--- src/rtl/amf_window_controller.sv ---
// Per-pixel window sequencer for the adaptive median filter: escalates the window size,
// requests min/med/max statistics and resolves stage A / stage B into the output pixel.
module amf_window_controller #(
  parameter int DATA_WIDTH = 8,
  parameter int WIN_MIN    = 3,
  parameter int WIN_MAX    = 7,
  parameter int WIN_W      = 4
) (
  input  logic                  clk,
  input  logic                  rst,
  input  logic                  in_valid,
  output logic                  in_ready,
  input  logic [DATA_WIDTH-1:0] zxy,
  output logic [WIN_W-1:0]      win_size,
  output logic                  stat_req,
  input  logic                  stat_valid,
  input  logic [DATA_WIDTH-1:0] zmin,
  input  logic [DATA_WIDTH-1:0] zmed,
  input  logic [DATA_WIDTH-1:0] zmax,
  output logic [DATA_WIDTH-1:0] out_pixel,
  output logic                  noiseF,
  output logic                  out_valid,
  input  logic                  out_ready
);

  typedef enum logic [1:0] {
    S_IDLE,
    S_REQ,
    S_WAIT,
    S_OUT
  } state_t;

  localparam logic [WIN_W-1:0] WIN_MIN_V = WIN_W'(WIN_MIN);
  localparam logic [WIN_W:0]   WIN_MAX_V = (WIN_W + 1)'(WIN_MAX);

  state_t                state_q, state_d;
  logic [WIN_W-1:0]      win_size_q, win_size_d;
  logic [DATA_WIDTH-1:0] zxy_q, zxy_d;
  logic [DATA_WIDTH-1:0] out_pixel_q, out_pixel_d;
  logic                  noise_q, noise_d;
  logic                  stat_req_q, stat_req_d;
  logic                  out_valid_q, out_valid_d;

  // One extra bit so the escalated size can never wrap past WIN_MAX.
  logic [WIN_W:0] win_inc;
  logic           stage_a;
  logic           stage_b;

  assign win_inc = {1'b0, win_size_q} + (WIN_W + 1)'(2);
  assign stage_a = (zmin < zmed) && (zmed < zmax);
  assign stage_b = (zmin < zxy_q) && (zxy_q < zmax);

  always_comb begin
    state_d     = state_q;
    win_size_d  = win_size_q;
    zxy_d       = zxy_q;
    out_pixel_d = out_pixel_q;
    noise_d     = noise_q;
    stat_req_d  = 1'b0;
    out_valid_d = 1'b0;

    case (state_q)
      S_IDLE: begin
        if (in_valid) begin
          zxy_d      = zxy;
          stat_req_d = 1'b1;
          state_d    = S_REQ;
        end
      end
      S_REQ: begin
        state_d = S_WAIT;
      end
      S_WAIT: begin
        if (stat_valid) begin
          if (stage_a) begin
            out_pixel_d = stage_b ? zxy_q : zmed;
            noise_d     = ~stage_b;
            out_valid_d = 1'b1;
            state_d     = S_OUT;
          end else if (win_inc <= WIN_MAX_V) begin
            win_size_d = win_inc[WIN_W-1:0];
            stat_req_d = 1'b1;
            state_d    = S_REQ;
          end else begin
            out_pixel_d = zmed;
            noise_d     = 1'b1;
            out_valid_d = 1'b1;
            state_d     = S_OUT;
          end
        end
      end
      S_OUT: begin
        if (out_ready) begin
          win_size_d = WIN_MIN_V;
          state_d    = S_IDLE;
        end else begin
          out_valid_d = 1'b1;
        end
      end
      default: begin
        state_d = S_IDLE;
      end
    endcase
  end

  always_ff @(posedge clk or posedge rst) begin
    if (rst) begin
      state_q     <= S_IDLE;
      win_size_q  <= WIN_MIN_V;
      zxy_q       <= '0;
      out_pixel_q <= '0;
      noise_q     <= 1'b0;
      stat_req_q  <= 1'b0;
      out_valid_q <= 1'b0;
    end else begin
      state_q     <= state_d;
      win_size_q  <= win_size_d;
      zxy_q       <= zxy_d;
      out_pixel_q <= out_pixel_d;
      noise_q     <= noise_d;
      stat_req_q  <= stat_req_d;
      out_valid_q <= out_valid_d;
    end
  end

  assign in_ready  = (state_q == S_IDLE);
  assign win_size  = win_size_q;
  assign stat_req  = stat_req_q;
  assign out_pixel = out_pixel_q;
  assign noiseF    = noise_q;
  assign out_valid = out_valid_q;

endmodule

--- config.mk ---
export PLATFORM = sky130hd
export DESIGN_NAME = amf_window_controller
export DESIGN_NICKNAME = d
export VERILOG_FILES = /design/src/rtl/amf_window_controller.sv
export SDC_FILE = /design/constraint.sdc
export NUM_CORES = 1
export LEC_CHECK = 0
export CAP_MARGIN = 20
export CORE_MARGIN = 3
export CORE_UTILIZATION = 44
export CTS_CLUSTER_SIZE = 28
export DETAILED_ROUTE_END_ITERATION = 8
export PLACE_DENSITY = 0.86
export SLEW_MARGIN = 10
export SYNTH_ARGS = -nofsm -noshare
export SYNTH_HDL_FRONTEND = slang
export SYNTH_SLANG_ARGS = --single-unit
export TNS_END_PERCENT = 30
--- constraint.sdc ---
create_clock -name clk -period 2.3 [get_ports clk]
set_input_delay 0.345 -clock clk [delete_from_list [all_inputs] [get_ports clk]]
set_output_delay 0.345 -clock clk [all_outputs]
set_load 0.1 [all_outputs]
## Yosys cells after proc, flatten, opt, wreduce, memory -nomap -nowiden

Index checks and enable logic that the tools add are counted.

| storage, ports and cells | value |
|---|---|
| word-level logic and storage cells | 57 |
| output and inout bits | 16 |
| bits of input ports | 37 |
| bits in registers | 25 |

| operators by class | value |
|---|---|
| order comparisons | 5 |
| bitwise operators | 1 |
| equal/unequal tests | 9 |
| reductions and logical operators | 8 |
| muxes and demuxes | 26 |
| add/subtract/negate cells | 1 |

Operators by type and width:

| operator | number |
|---|---|
| $lt A8 B8 Y1 | 4 |
| $mux W8 | 3 |
| $mux W4 | 4 |
| $ne A2 B2 Y1 const B | 6 |
| $mux W1 | 10 |
| $mux W2 | 5 |
| $pmux W2 S4 | 1 |
| $pmux W4 S2 | 1 |
| $reduce_and A3 Y1 | 2 |
| $add A4 B2 Y5 const B | 1 |
| $le A5 B3 Y1 const B | 1 |
| $reduce_and A5 Y1 | 1 |
| $eq A2 B2 Y1 const B | 2 |
| $pmux W1 S2 | 2 |
| $eq A2 B1 Y1 const B | 1 |
| $logic_and A1 B1 Y1 | 2 |
| $logic_not A2 Y1 | 1 |
| $reduce_and A2 Y1 | 1 |
| $reduce_bool A2 Y1 | 1 |
| $not A1 Y1 | 1 |

## Logic depth before layout (Yosys ltp)

| logic depth | value |
|---|---|
| depth in word-level cells | 6 |
| depth in mapped cells | 9 |
| gate-level depth less buffers | 8 |

## Least setup slack after synthesis

OpenSTA, ideal clock, no wires.

| timing path | value |
|---|---|
| path kind | reg2reg |
| start | register state_q[1] |
| end | register zxy_q[1] |
| arrival time | 2602 ps |
| stages on the path, launching flop included | 7 |
| setup time | 131 ps |
| slack | -434 ps |
| path through | dfrtp_1 -> clkbuf_1 -> nor2_1 -> and2_1 -> clkbuf_1 -> clkbuf_1 -> o21ai_0 |

| between the ends | value |
|---|---|
| longest elaborated chain between the ends | 2 |

Ends and longest elaborated chain:

| what | RTL line | source |
|---|---|---|
| start: declaration | 36 | `state_t state_q, state_d;` |
| start signal: assignment | 116 | `state_q <= state_d;` |
| $logic_not A2 Y1 | -- |  |
| named net in_ready | 12 | `output logic in_ready,` |
| $reduce_and A2 Y1 (no source line) | -- |  |
| end signal: assignment | 118 | `zxy_q <= zxy_d;` |
| end: declaration | 38 | `logic [DATA_WIDTH-1:0] zxy_q, zxy_d;` |

The timed path passes the listed nets, and every way through them passes these cells.
A chain may end at the register's enable or synchronous reset.

## Worst setup path after layout

| timing path | value |
|---|---|
| start | register zxy_q[2] |
| end | register out_pixel_q[6], in the netlist out_pixel[6] |

| between the ends | value |
|---|---|
| longest elaborated chain between the ends | 4 |

Ends and longest elaborated chain:

| what | RTL line | source |
|---|---|---|
| $lt A8 B8 Y1 | 51 | `assign stage_b = (zmin < zxy_q) && (zxy_q < zmax);` |
| $logic_and A1 B1 Y1 * | 51 |  |
| $mux W8 * | 76 | `out_pixel_d = stage_b ? zxy_q : zmed;` |
| $mux W8 * | 75 | `if (stage_a) begin` |
| end signal: assignment | 119 | `out_pixel_q <= out_pixel_d;` |
| end: declaration | 39 | `logic [DATA_WIDTH-1:0] out_pixel_q, out_pixel_d;` |

Every way passes the cells marked *; elsewhere a longest branch is shown, timed or not.

==> summary.md <==
| Metric | Value |
|---|---|
| Status | `finished with violations` |
| Failing checks | `negative setup slack` |
| Yosys warns | `0` |
| Max FO, Critical Path | `7` |
| Initial detailed-routing violation count | `approximately 120` |
| Max-slew violation count | `0` |
| Leakage | `1.42 nW` |
| Initial antenna violation count | `0` |
| Req. time, crit path | `approximately 2.5 ns` |
| Worst Setup End Kind | `register` |
| P_sw | `roughly 2.1 mW` |
| Die W | `71.7 microns` |
| Cell Int Power | `approximately 1.8 mW` |
| Syn Std Cell Area | `between 1500 and 2000 sq um` |
| Most common cell after layout, fill and taps aside | `buf_4` |
| Layout area overhead | `60.7%` |
| RR Startpoint | `zxy_q[2]` |
| Fin. Hold Viols | `0` |
| Initial Util | `0.464` |
| Row cnt | `23` |
| CTS Sinks | `25` |
| Post-synth ARST share | `1.00` |
| Number of vias per cell | `just under 6` |
| Io pins | `between 50 and 60` |
| Crit Path Category | `reg -> reg` |
| Worst Hold Class | `in -> async` |
| Net Count, Synth | `272` |
| Antenna cell count | `0` |
| WL/cell | `between 15 and 20 microns` |
| Drt pass-1 iters | `4` |
| Sequential Power Share | `0.214` |
| Largest net degree at the start of global routing | `26` |
| Worst-margin pin slew | `roughly 0.53 ns` |
| Fin util | `0.746` |
| GRT Residual Overflow | `0` |
| Comb power frac | `0.715` |
| Global Route Usage Sum | `0.237` |
| Number of synthesized flops with an enable pin | `0` |
| Clock root cell | `clkbuf_8` |
| Switching Share | `0.547` |
| Final worst slack | `-0.149 ns` |
| Port-buffer cells | `52` |
| Clock Power Share | `0.070` |
| Max-cap violations | `0` |
| Critical path arrival | `~2.7 ns` |
| Residual DRC | `0` |
| Setup Viol. Count Final | `8` |
| Pwr dens | `1270 nW/um^2` |
| CTS Buffer Depth | `2` |
| Sequential share of the synthesized area | `0.331` |
| Clock Skew | `between 0.002 and 0.003 ns` |
| Reg2Reg Setup Slack | `-0.15 ns` |
| CTS Buf Count | `3` |
| Routed wire length | `around 6400 microns` |
| Most frequent cells in the layout | `buf_4, dfrtp_1, clkdlybuf4s50_1` |
| Syn Area/Cell | `~9.3 sq um` |
| Synth Flop Type | `dfrtp_1` |
| Final net count | `~370` |
| Reg-to-reg endpoint | `out_pixel[6]` |
| Detailed Place HPWL | `4130 microns` |
| Hold_buf cts | `0` |
| Worst setup endpoint | `out_pixel[6]` |
| Setup TNS | `-0.999 ns` |
| Worst skew pair latency | `between 0.2 and 0.3 ns` |
| Worst Setup SP | `zxy_q[2]` |
| Startpoint types | `register` |
| H-tree depth | `1` |
| RD Place Congestion | `0.877` |
| Overall die area | `between 5000 and 6000 sq um` |
| Core area | `a little over 4000 sq um` |
| Vias | `2042` |
| CTS tree | `done` |
| Die Y-Extent | `approximately 72 microns` |
| Number of global-route vias before repair | `between 2000 and 2500` |
| Layout cells sized above 1 | `0.384` |
| FMAX | `between 400 and 500 MHz` |
| Period utilization | `1.06` |
| Cell variety after synth | `48` |
| Minimum clock period | `between 2 and 2.5 ns` |
| CTS clk-pin slew, worst paths | `approximately 0.090 ns` |
| R2R cell count | `7` |
| Max VDD drop | `around 1200 uV` |
| RSZ-0062 raised after global routing | `true` |
| Rel. slew slack | `0.646` |
| Cells after Synth | `between 200 and 250` |
| First-pass GRT wire length | `around 9600 microns` |
| Post-DRT Antenna Nets | `0` |
| FF+latch count, synth | `25` |
==> flip-flops by register name (all words and copies together), names as in the netlist <==
signal     cells
win_size       4
zxy_q          8
state_q        2
noiseF         1
out_pixel      8
stat_req       1
out_valid      1
==> metal layers <==
metal	share of wire	GRT usage	up-vias	routed length, microns
met3	0.071	0.0351	26	454
met2	0.52	0.437	92	3290
met1	0.38	0.272	988	2400
met4	0.035	0.0919	0	223
li1	-	-	936	-
met5	0	0	-	0
==> stage by stage <==
stage	hold WS (ns)	std cells	worst slack (ns)	cell area, sq um	total power, mW
finish	0.410	347	-0.149	3050	3.88
floorplan	0.371	205	-0.0888	1900	2.41
CTS	0.426	347	-0.132	2930	3.63
global route	0.455	347	-0.209	3050	4.06
detailed placement	0.500	336	-0.691	2680	3.09
global placement	0.497	336	-0.593	2680	3.03
==> how the worst min path moves through the flow <==
stage,endpoint,slack [ns],cells past startpoint
after global placement,noiseF,0.50,2
after floorplan,noiseF,0.37,1
after CTS,zxy_q[4],0.43,3
final,win_size[3],0.41,3
after detailed placement,win_size[0],0.50,1
after global routing,zxy_q[4],0.46,3
==> power by group through the flow <==
stage	clock, mW	combinational, mW	sequential [mW]
6_report	0.273	2.77	0.830
5_1_grt	0.293	2.91	0.850
4_1_cts	0.269	2.55	0.814
3_5_place_dp	0	2.28	0.809
3_3_place_gp	0	2.23	0.803
2_1_floorplan	0	0.867	1.54
==> final cells by class <==
cell class	count	area, sq um
Clock inverter	1	7.51
Fill cell	289	1040
Clock buffer	3	41.3
Multi-Input combinational cell	150	1430
Timing Repair Buffer	95	791
Inverter	23	86.3
Sequential cell	25	628
Tap cell	50	62.6
==> timing repair <==
item,CTS,global route
cloned,0,0
buffers inserted,7,2
pin swaps,24,14
endpoints found under the hold margin,0,0
endpoints found under the setup margin,15,13
gates resized for setup,52,25
==> cell usage after synthesis, types with 2 or more instances <==
master / instances / area [sq um]
a21oi_1: 4 / 20.0
ha_1: 30 / 375
a2bb2oi_1: 7 / 61.3
and4_1: 3 / 26.3
a311oi_1: 4 / 35.0
o21ai_0: 18 / 90.1
o311a_1: 3 / 30.0
o211ai_1: 4 / 30.0
a31oi_1: 2 / 12.5
inv_1: 23 / 86.3
nand2_1: 17 / 63.8
dfrtp_1: 23 / 576
o21a_1: 4 / 30.0
nand2b_1: 3 / 18.8
o21ai_1: 4 / 20.0
nor2_1: 12 / 45.0
nor3_1: 3 / 15.0
clkbuf_1: 4 / 15.0
nand3_1: 2 / 10.0
and3_1: 3 / 18.8
dfstp_2: 2 / 52.6
nand4_1: 2 / 12.5
buf_2: 2 / 10.0
a21o_1: 2 / 15.0
==> critical path, cell delays in order (launching register included) <==
cell	delay (ns)
dfrtp_1	0.44
ha_4	0.23
a211o_1	0.32
a31oi_2	0.19
o311ai_2	0.13
or4_4	0.60
o311a_1	0.33
a2bb2oi_1	0.13
==> kinds of logic (layout without fill, tap and decap cells) <==
group,Yosys count,after routing,share of synthesized area
multiplexers,1,1,0.00528
flip-flops,25,25,0.331
adder cells (fa/ha/maj),30,30,0.198
AND/OR/NAND/NOR,54,54,0.148
AO/OA/AOI/OAI,65,65,0.253
buffers and inverters,30,122,0.0646
Note: power is estimated with default switching activity, not from simulation.
